<file path="src/rtl/snn_layer_sequencer.sv">
// Serial-MAC controller for one fully connected LIF spiking layer fed by an external synchronous weight memory.
// Optional feature macro: SNN_REFRACTORY_EN (per-neuron refractory down-counters).
module snn_layer_sequencer #(
  parameter int WIDTH        = 16,
  parameter int N_INPUTS     = 2,
  parameter int N_NEURONS    = 3,
  parameter int FRAC_BITS    = 0,
  parameter int LEAK_SHIFT   = 3,
  parameter int THRESH       = 100,
  parameter int REFRAC_STEPS = 2,
  localparam int AW = (N_NEURONS*N_INPUTS > 1) ? $clog2(N_NEURONS*N_INPUTS) : 1
) (
  input  logic                        clk,
  input  logic                        reset,
  input  logic                        in_valid,
  output logic                        in_ready,
  input  logic [N_INPUTS*WIDTH-1:0]   input_vector,
  output logic                        w_rd_en,
  output logic [AW-1:0]               w_addr,
  input  logic [WIDTH-1:0]            w_data,
  output logic [N_NEURONS-1:0]        spike_out,
  output logic                        spike_valid,
  output logic                        busy
);
  localparam int IW   = (N_INPUTS  > 1) ? $clog2(N_INPUTS)  : 1;
  localparam int JW   = (N_NEURONS > 1) ? $clog2(N_NEURONS) : 1;
  localparam int ACCW = 2*WIDTH + $clog2(N_INPUTS) + 1;
  localparam logic signed [ACCW-1:0] SMAX = {{(ACCW-WIDTH+1){1'b0}}, {(WIDTH-1){1'b1}}};
  localparam logic signed [ACCW-1:0] SMIN = {{(ACCW-WIDTH+1){1'b1}}, {(WIDTH-1){1'b0}}};
  localparam logic signed [WIDTH-1:0] THR_W = WIDTH'(THRESH);

  typedef enum logic [2:0] {S_IDLE, S_MAC, S_DRAIN, S_FIRE, S_DONE} state_e;

  state_e                           state_q;
  logic [N_INPUTS-1:0][WIDTH-1:0]   x_q;
  logic [IW-1:0]                    i_q;
  logic [JW-1:0]                    j_q;
  logic signed [ACCW-1:0]           acc_q;
  logic signed [WIDTH-1:0]          v_q [N_NEURONS];
  logic [N_NEURONS-1:0]             spk_q;
  logic [N_NEURONS-1:0]             spike_out_q;
  logic                             spike_valid_q;
  logic                             w_rd_en_q;
  logic [AW-1:0]                    w_addr_q;

  function automatic logic signed [WIDTH-1:0] sat(input logic signed [ACCW-1:0] x);
    logic signed [ACCW-1:0] r;
    r = x;
    if (x > SMAX) r = SMAX;
    else if (x < SMIN) r = SMIN;
    return r[WIDTH-1:0];
  endfunction

  // The weight returned this cycle belongs to the previous issue, i.e. input i-1 (or the last one in DRAIN).
  logic [IW-1:0]             pidx;
  logic signed [WIDTH-1:0]   xsel, d_sat, v_new;
  logic signed [2*WIDTH-1:0] prod;
  logic signed [ACCW-1:0]    prod_ext, acc_sum, acc_sh, v_ext, d_ext, v_sum;
  logic                      fire, refr;

  assign pidx     = (state_q == S_DRAIN) ? IW'(N_INPUTS-1) : i_q - IW'(1);
  assign xsel     = $signed(x_q[pidx]);
  assign prod     = xsel * $signed(w_data);
  assign prod_ext = prod;
  assign acc_sum  = acc_q + prod_ext;
  assign acc_sh   = acc_q >>> FRAC_BITS;
  assign d_sat    = sat(acc_sh);
  assign v_ext    = v_q[j_q];
  assign d_ext    = d_sat;
  assign v_sum    = v_ext - (v_ext >>> LEAK_SHIFT) + d_ext;
  assign v_new    = sat(v_sum);
  assign fire     = (v_new >= THR_W);

`ifdef SNN_REFRACTORY_EN
  localparam int RW = (REFRAC_STEPS > 0) ? $clog2(REFRAC_STEPS+1) : 1;
  logic [RW-1:0] rc_q [N_NEURONS];
  assign refr = (rc_q[j_q] != '0);

  always_ff @(posedge clk or posedge reset) begin
    if (reset) begin
      for (int n = 0; n < N_NEURONS; n++) rc_q[n] <= '0;
    end else if (state_q == S_FIRE) begin
      if (refr) rc_q[j_q] <= rc_q[j_q] - RW'(1);
      else if (fire) rc_q[j_q] <= RW'(REFRAC_STEPS);
    end
  end
`else
  assign refr = 1'b0;
`endif

  always_ff @(posedge clk or posedge reset) begin
    if (reset) begin
      state_q       <= S_IDLE;
      x_q           <= '0;
      i_q           <= '0;
      j_q           <= '0;
      acc_q         <= '0;
      spk_q         <= '0;
      spike_out_q   <= '0;
      spike_valid_q <= 1'b0;
      w_rd_en_q     <= 1'b0;
      w_addr_q      <= '0;
      for (int n = 0; n < N_NEURONS; n++) v_q[n] <= '0;
    end else begin
      spike_valid_q <= 1'b0;
      case (state_q)
        S_IDLE: if (in_valid) begin
          x_q       <= input_vector;
          i_q       <= '0;
          j_q       <= '0;
          acc_q     <= '0;
          w_rd_en_q <= 1'b1;
          w_addr_q  <= '0;
          state_q   <= S_MAC;
        end
        S_MAC: begin
          if (i_q != '0) acc_q <= acc_sum;
          if (i_q == IW'(N_INPUTS-1)) begin
            w_rd_en_q <= 1'b0;
            state_q   <= S_DRAIN;
          end else begin
            i_q      <= i_q + IW'(1);
            w_addr_q <= w_addr_q + AW'(1);
          end
        end
        S_DRAIN: begin
          acc_q   <= acc_sum;
          state_q <= S_FIRE;
        end
        S_FIRE: begin
          // Refractory neurons still ran their MAC so timestep latency stays fixed.
          if (refr || fire) v_q[j_q] <= '0;
          else              v_q[j_q] <= v_new;
          spk_q[j_q] <= fire && !refr;
          if (j_q == JW'(N_NEURONS-1)) begin
            state_q <= S_DONE;
          end else begin
            j_q       <= j_q + JW'(1);
            i_q       <= '0;
            acc_q     <= '0;
            w_rd_en_q <= 1'b1;
            w_addr_q  <= w_addr_q + AW'(1);
            state_q   <= S_MAC;
          end
        end
        S_DONE: begin
          spike_out_q   <= spk_q;
          spike_valid_q <= 1'b1;
          state_q       <= S_IDLE;
        end
        default: state_q <= S_IDLE;
      endcase
    end
  end

  assign in_ready    = (state_q == S_IDLE) && !reset;
  assign busy        = (state_q != S_IDLE);
  assign w_rd_en     = w_rd_en_q;
  assign w_addr      = w_addr_q;
  assign spike_out   = spike_out_q;
  assign spike_valid = spike_valid_q;
endmodule

</file>
<file path="config.mk">
export PLATFORM = sky130hd
export DESIGN_NAME = snn_layer_sequencer
export DESIGN_NICKNAME = d
export VERILOG_FILES = /design/src/rtl/snn_layer_sequencer.sv
export SDC_FILE = /design/constraint.sdc
export NUM_CORES = 1
export LEC_CHECK = 0
export CAP_MARGIN = 0
export CORE_UTILIZATION = 25
export DETAILED_ROUTE_END_ITERATION = 6
export SLEW_MARGIN = 30
export SYNTH_ARGS = -nofsm -noshare
export SYNTH_HDL_FRONTEND = slang
export SYNTH_SLANG_ARGS = --single-unit
</file>
<file path="constraint.sdc">
create_clock -name clk -period 6.95 [get_ports clk]
set_input_delay 0.695 -clock clk [delete_from_list [all_inputs] [get_ports clk]]
set_output_delay 0.695 -clock clk [all_outputs]
set_load 0.02 [all_outputs]
</file>
# == Word level (Yosys, flattened, before mapping) ==
# Index checks and enable logic that the tools add are counted.
# word_totals
out_inout_bits,10
inputBits,51
reg_bits,131
ramBits,0
mem_count,0
mem_bits_ro,0
latch_bits,0
wordCells,101
# classes
div_mod_pow,0
muxes,41
add_sub_neg,7
n_mul,1
n_reduce_logical,16
order_cmp,10
eq_ne,9
bitwise_logic,3
shift,0
# op_table
op,n
16-bit two-way mux,9
34-bit case mux with 4 select lines,1
34-bit two-way mux,3
48-bit bitwise AND,1
48-bit bitwise mux,1
48-bit two-way mux,1
48-bit inverter,1
34-bit by 32-bit adder with 34-bit output,1
34-bit by 16-bit greater-than comparator with 1-bit output (second input constant),1
34-bit by 16-bit less-than comparator with 1-bit output (second input constant),1
16-bit binary-select mux with 2-bit select,1
16-bit demux with 2-bit select,1
16-bit by 16-bit multiplier with 32-bit output,1
17-bit by 16-bit adder with 18-bit output,1
18-bit by 16-bit greater-than comparator with 1-bit output (second input constant),1
18-bit by 16-bit less-than comparator with 1-bit output (second input constant),1
3-bit two-way mux,6
16-bit by 13-bit subtractor with 17-bit output,1
16-bit by 8-bit >= comparator with 1-bit output (second input constant),1
3-bit case mux with 4 select lines,1
4-bit AND reduction,3
1-bit two-way mux,9
3-bit case mux with 3 select lines,1
2-bit != test (second input constant),4
other kinds (27),35

# == Depth between registers and ports, before layout ==
# Gate-level depths: netlist (run 1).
# depth
ltp_word,11
depth_mapped,29
ltp_nobuf,27

# == Least setup slack after synthesis (run 1) ==
# No wires, ideal clock.
# synth_timing
kind,reg2reg
startpoint,register state_q[0]
endpoint,register acc_q[33]
synth_period_minus_slack_ns,7.652
n_path_buf,3
path_slack_ns,-0.702
path_stages_with_launch,30
required_ns,6.822
arrival_ns,7.524
setup_ns,0.128
path_cell_list,dfrtp_1 -> clkbuf_1 -> clkinv_1 -> nand2_1 -> o21ai_1 -> clkbuf_1 -> mux2_2 -> clkbuf_1 -> nand2_1 -> fa_1 -> inv_1 -> fa_1 -> inv_1 -> fa_1 -> inv_1 -> fa_1 -> inv_1 -> fa_1 -> inv_1 -> fa_1 -> ha_1 -> and4_1 -> a21oi_1 -> o21ai_1 -> a21o_1 -> a211oi_1 -> o21ai_0 -> o41ai_1 -> nor2_1 -> mux2i_1
# synth_via
elab_chain_len,8
elab_cells_between_ends,16
classes_between,add/sub: 1; mul: 1; eq/ne: 6; mux: 5; reduce/logical: 3
# synth_rtl
element,line,text
from (decl),34,state_e state_q;
from (signal assigned),93,state_q <= S_IDLE;
from (signal assigned),114,state_q <= S_MAC;
from (signal assigned),120,state_q <= S_DRAIN;
3-bit by 2-bit == test with 1-bit output,"61, 106",
1-bit two-way mux,61,assign pidx = (state_q == S_DRAIN) ? IW'(N_INPUTS-1) : i_q - IW'(1);
16-bit two-way mux (not written as such) (2 in series),62,assign xsel = $signed(x_q[pidx]);
16-bit by 16-bit multiplier with 32-bit output,63,assign prod = xsel * $signed(w_data);
34-bit by 32-bit adder with 34-bit output,65,assign acc_sum = acc_q + prod_ext;
34-bit two-way mux,117,if (i_q != '0) acc_q <= acc_sum;
34-bit case mux with 4 select lines,106,case (state_q)
to (signal assigned),117,
to (signal assigned),127,acc_q <= acc_sum;
to (decl),38,logic signed [ACCW-1:0] acc_q;
# Parallel ways exist; a longest one is shown, timed or not. The select of a mux whose other input is x is not followed.
# A chain may end at the register's enable or synchronous reset.

# == Final worst setup path (run 1) ==
# layout_timing
startpoint,register state_q[0]
endpoint,register acc_q[30]
# Same word-level chain as after synthesis.

==> results of run 1 <==
## routing by layer
layer,vias up,track usage (%)
li1,6334,-
met1,6805,16.82
met2,238,21.56
met3,52,1.415
met4,2,3.297
met5,-,0
## what timing repair did
action                                  4_1_cts  5_1_grt
pin swaps                                     0       10
setup buffers                                 0       14
endpoints found under the setup margin        4       15
cloned                                        0        5
gates resized for setup                       7       58
## worst max path at each step
stage,startpoint,endpoint,slack [ns],cells past startpoint
2_1_floorplan,state_q[0],acc_q[33],0.01,29
3_3_place_gp,w_data[15],acc_q[32],-0.07,20
3_5_place_dp,w_data[15],acc_q[32],-0.09,20
4_1_cts,state_q[0],acc_q[28],0.006,25
5_1_grt,state_q[0],acc_q[28],-0.18,24
6_report,state_q[0],acc_q[30],0.07,27
## cell usage after synthesis, drive strengths merged (14+ instances only)
master	number
mux2	54
o31ai	29
a21oi	73
clkbuf	62
o21a	14
nand2	257
dfrtp	131
a21o	18
xor2	18
ha	123
nor2	57
and2	85
nor2b	19
mux2i	21
xnor2	23
or2	18
o21ai	69
inv	353
fa	320
## per-stage QoR
stage	instance area (sq um)	utilization, %	setup TNS [ns]	setup slack, ns	hold WS [ns]
detailed placement	20810	28.92	-0.2171	-0.09484	0.4650
finish	21880	30.40	0	0.06764	0.4801
global placement	20810	28.91	-0.09211	-0.06903	0.4586
global route	21880	30.40	-0.9488	-0.1817	0.4954
floorplan	18380	-	0	0.01205	0.4478
CTS	21450	29.80	0	0.005844	0.4801
## worst min-delay path, stage by stage, from the launching register on
cell and delay (ns):
sky130_fd_sc_hd__dfrtp_1 0.35, sky130_fd_sc_hd__nand2_1 0.05, sky130_fd_sc_hd__o31ai_1 0.05
## layout make-up
type,count,area (sq um),area share (%)
diodes,1,2.502,0.01144
clock buffers,17,425.4,1.944
clock inverters,15,183.9,0.8406
inverters,355,1339,6.119
multi-input cells,1353,13720,62.71
flip-flops and latches,131,3279,14.99
well taps,950,1189,5.433
repair buffers,189,1740,7.954
## state kept, by name (all words and copies together), names as in the netlist
| register | count |
|---|---|
| spike_valid | 1 |
| spike_out | 3 |
| w_rd_en | 1 |
| spk_q | 3 |
| state_q | 3 |
| x_q | 32 |
| i_q | 1 |
| j_q | 2 |
| v_q | 48 |
| w_addr | 3 |
| acc_q | 34 |
## cell families (layout without fill, tap and decap cells)
group / Yosys count / count (layout) / synth area share [%]
simple gates: 509 / 509 / 13.09
fa+ha+maj: 443 / 443 / 43.34
buf+inv: 427 / 576 / 8.845
compound gates: 282 / 282 / 10.40
flops: 131 / 131 / 17.88
mux: 75 / 78 / 4.484
xor+xnor: 41 / 41 / 1.959
other cells: 0 / 1 / 0
==> flow_results.org, run 1 <==
** Yosys
- Mean cell area of the mapped netlist :: 9.608 sq um
- In this run, distinct cell masters in the synthesized netlist total 69.
- Number of enable flip-flop cells after synthesis :: 0
- Summed over all instances, the cell type with the most area after synthesis is sky130_fd_sc_hd__fa_1.
- Yosys printed 0 warnings.
- Fraction of synthesized cell area taken by the top area cell type :: 34.94%
- Syn nets :: 2402
- Sorting the synthesized cells by area gives the leading types as sky130_fd_sc_hd__fa_1 (35%), sky130_fd_sc_hd__dfrtp_1 (18%), sky130_fd_sc_hd__ha_1 (8.4%), sky130_fd_sc_hd__inv_1 (7.2%), sky130_fd_sc_hd__nand2_1 (5.3%).
- Synth async-reset ratio :: 100.0%
- After technology mapping, the gate count stands at 1908.
- The share of the Yosys chip area taken by registers is 17.88%.
- In the synthesized netlist the dominant register cell turns out to be sky130_fd_sc_hd__dfrtp_1.
- The synthesized netlist occupies a cell area of 18330 sq um.
- Number of synthesized register bits :: 131

** Routing
- Met1 Wirelength :: 20.49 mm
- DRC marker count from the first detailed-route iteration :: 732
- The pre-antenna-repair detailed-routing pass consisted of 5 iterations.
- Met2 routed wirelength :: 22.89 mm
- Drt via density :: 4.461
- In this run the remaining antenna-violating nets after routing total 0.
- In the final routed layout, each cell accounts on average for 15.25 microns.
- DRC :: 0
- Number of vias after detailed routing :: 13.43k
- Top Layer Used :: met5
- After detailed routing, the total wire length is 45.93 mm.
- Wire segments on met3 add up to 1.605 mm in the final route.

** CTS
- CTS Buf Count :: 17
- The clock passes through at most 2 buffers.
- CTS clock-pin slew for the worst setup and hold paths :: 0.07 ns
- For the worst-skew pair, the clock arrives at the later sink with an insertion delay of 0.45 ns.
- CTS tree :: built
- Hold-fix buffers at CTS :: 0
- Number of H-tree levels :: 4
- Sink count of the clock tree :: 131
- In this run the clock root is driven by a sky130_fd_sc_hd__clkbuf_16.

** Cells and area
- Synthesis-to-layout area growth :: 19.35%
- Leaving out fill and tap cells, the most frequent cells in the layout are sky130_fd_sc_hd__inv_1 (346), sky130_fd_sc_hd__fa_1 (319), sky130_fd_sc_hd__nand2_1 (249).
- Most common library cell in the layout ignoring fill and taps :: sky130_fd_sc_hd__inv_1
- Number of fill cells in the layout :: 7446
- Share of cells above drive strength 1 :: 14.37%
- The finished layout holds 3011 standard cells, fillers aside.
- In the final design database the tool counted 2541 nets.

** Floorplan
- 61 I/O pins were placed.
- The die is 272.8 microns tall.
- The die is 272.8 microns wide.
- Core Rows :: 98
- Core area :: 71980 sq um
- The initial utilization of the core area, before any placement, comes to 25.47%.
- The die covers 74420 sq um.

** Worst setup path
- Worst Reg-to-Reg Cells :: 27
- Together, buffers and inverters on the worst path number 9.
- Register-to-register setup slack :: 0.07 ns
- CP arrival :: 7.26 ns
- Critical path launch point type :: register
- Counting stages on the worst path, the most repeated cell is sky130_fd_sc_hd__fa_1.
- End of the worst register-to-register path :: acc_q[30]
- In this run the critical register-to-register path is launched from state_q[0].
- Slowest stage cell on the critical path :: sky130_fd_sc_hd__fa_1
- Kind of cell adding the most delay to the critical path :: adder cells
- For the worst setup path, the data required time is 7.33 ns.
- CP Class :: reg2reg
- Critical Path Max Stage Delay :: 0.57 ns
- Along the worst path, the maximum fanout reaches 8.
- STA classifies the critical path endpoint as a register.

** Global routing
- Via count of the first global-routing pass :: 14.26k
- The first global-routing pass estimated 75.54 mm of wire.
- Overflow after GRT :: 0
- Number of antenna violations at the first check in global routing :: 2
- Entering global routing, the biggest net connects 89 pins.
- Global routing used 12.61% of the available tracks across all layers.

** Worst hold path
- The worst hold path begins at v_q[22].
- End of the worst hold path :: v_q[22]
- Counting instances, the worst hold path has a depth of 2.
- The tightest min-delay check is of the reg2reg type.

** STA
- The number of hold violations in the final report came to 0.
- The worst path needs 6.882 ns of the cycle, external delays included.
- The clock arrives with 0.01299 ns of skew.
- Derived from the worst setup path, the maximum achievable clock frequency is 0.1453 GHz.
- In this run the tightest slew margin relative to its limit is 43.61%.
- Setup repair after global routing missed its margin :: true
- Share of the cycle needed by the critical path after routing :: 99.03%
- Number of pins exceeding their max-slew limit in the final report :: 0
- Number of failing setup endpoints in the final timing report :: 0
- Least-Margin Pin Slew :: 0.8459 ns

** Place
- Routability-driven placement finished with a final weighted congestion of 0.8632.
- In this run the tool buffered the top-level ports with 60 buffer cells.
- The HPWL after detailed placement is 36.45 mm.
- Dpl cells :: 2959

** Run
- Reported max-cap violation count :: 0

** Status
- The run finished with clean final reports.
Power of run 1 is not shown: default switching activity piles up to over one toggle a cycle in this logic, so the estimate is an artifact.
==> run 2: changes to the inputs <==
--- a/config.mk
+++ b/config.mk
@@ -7,6 +7,7 @@
 export LEC_CHECK = 0
 export CAP_MARGIN = 0
 export CORE_UTILIZATION = 25
+export CTS_BUF_LIST = sky130_fd_sc_hd__clkbuf_16
 export DETAILED_ROUTE_END_ITERATION = 6
 export SLEW_MARGIN = 30
 export SYNTH_ARGS = -nofsm -noshare
==> results of run 2 <==
The final DEF is identical to that of run 1; final timing and power are the same.
Power of run 2 is left out for the same reason.
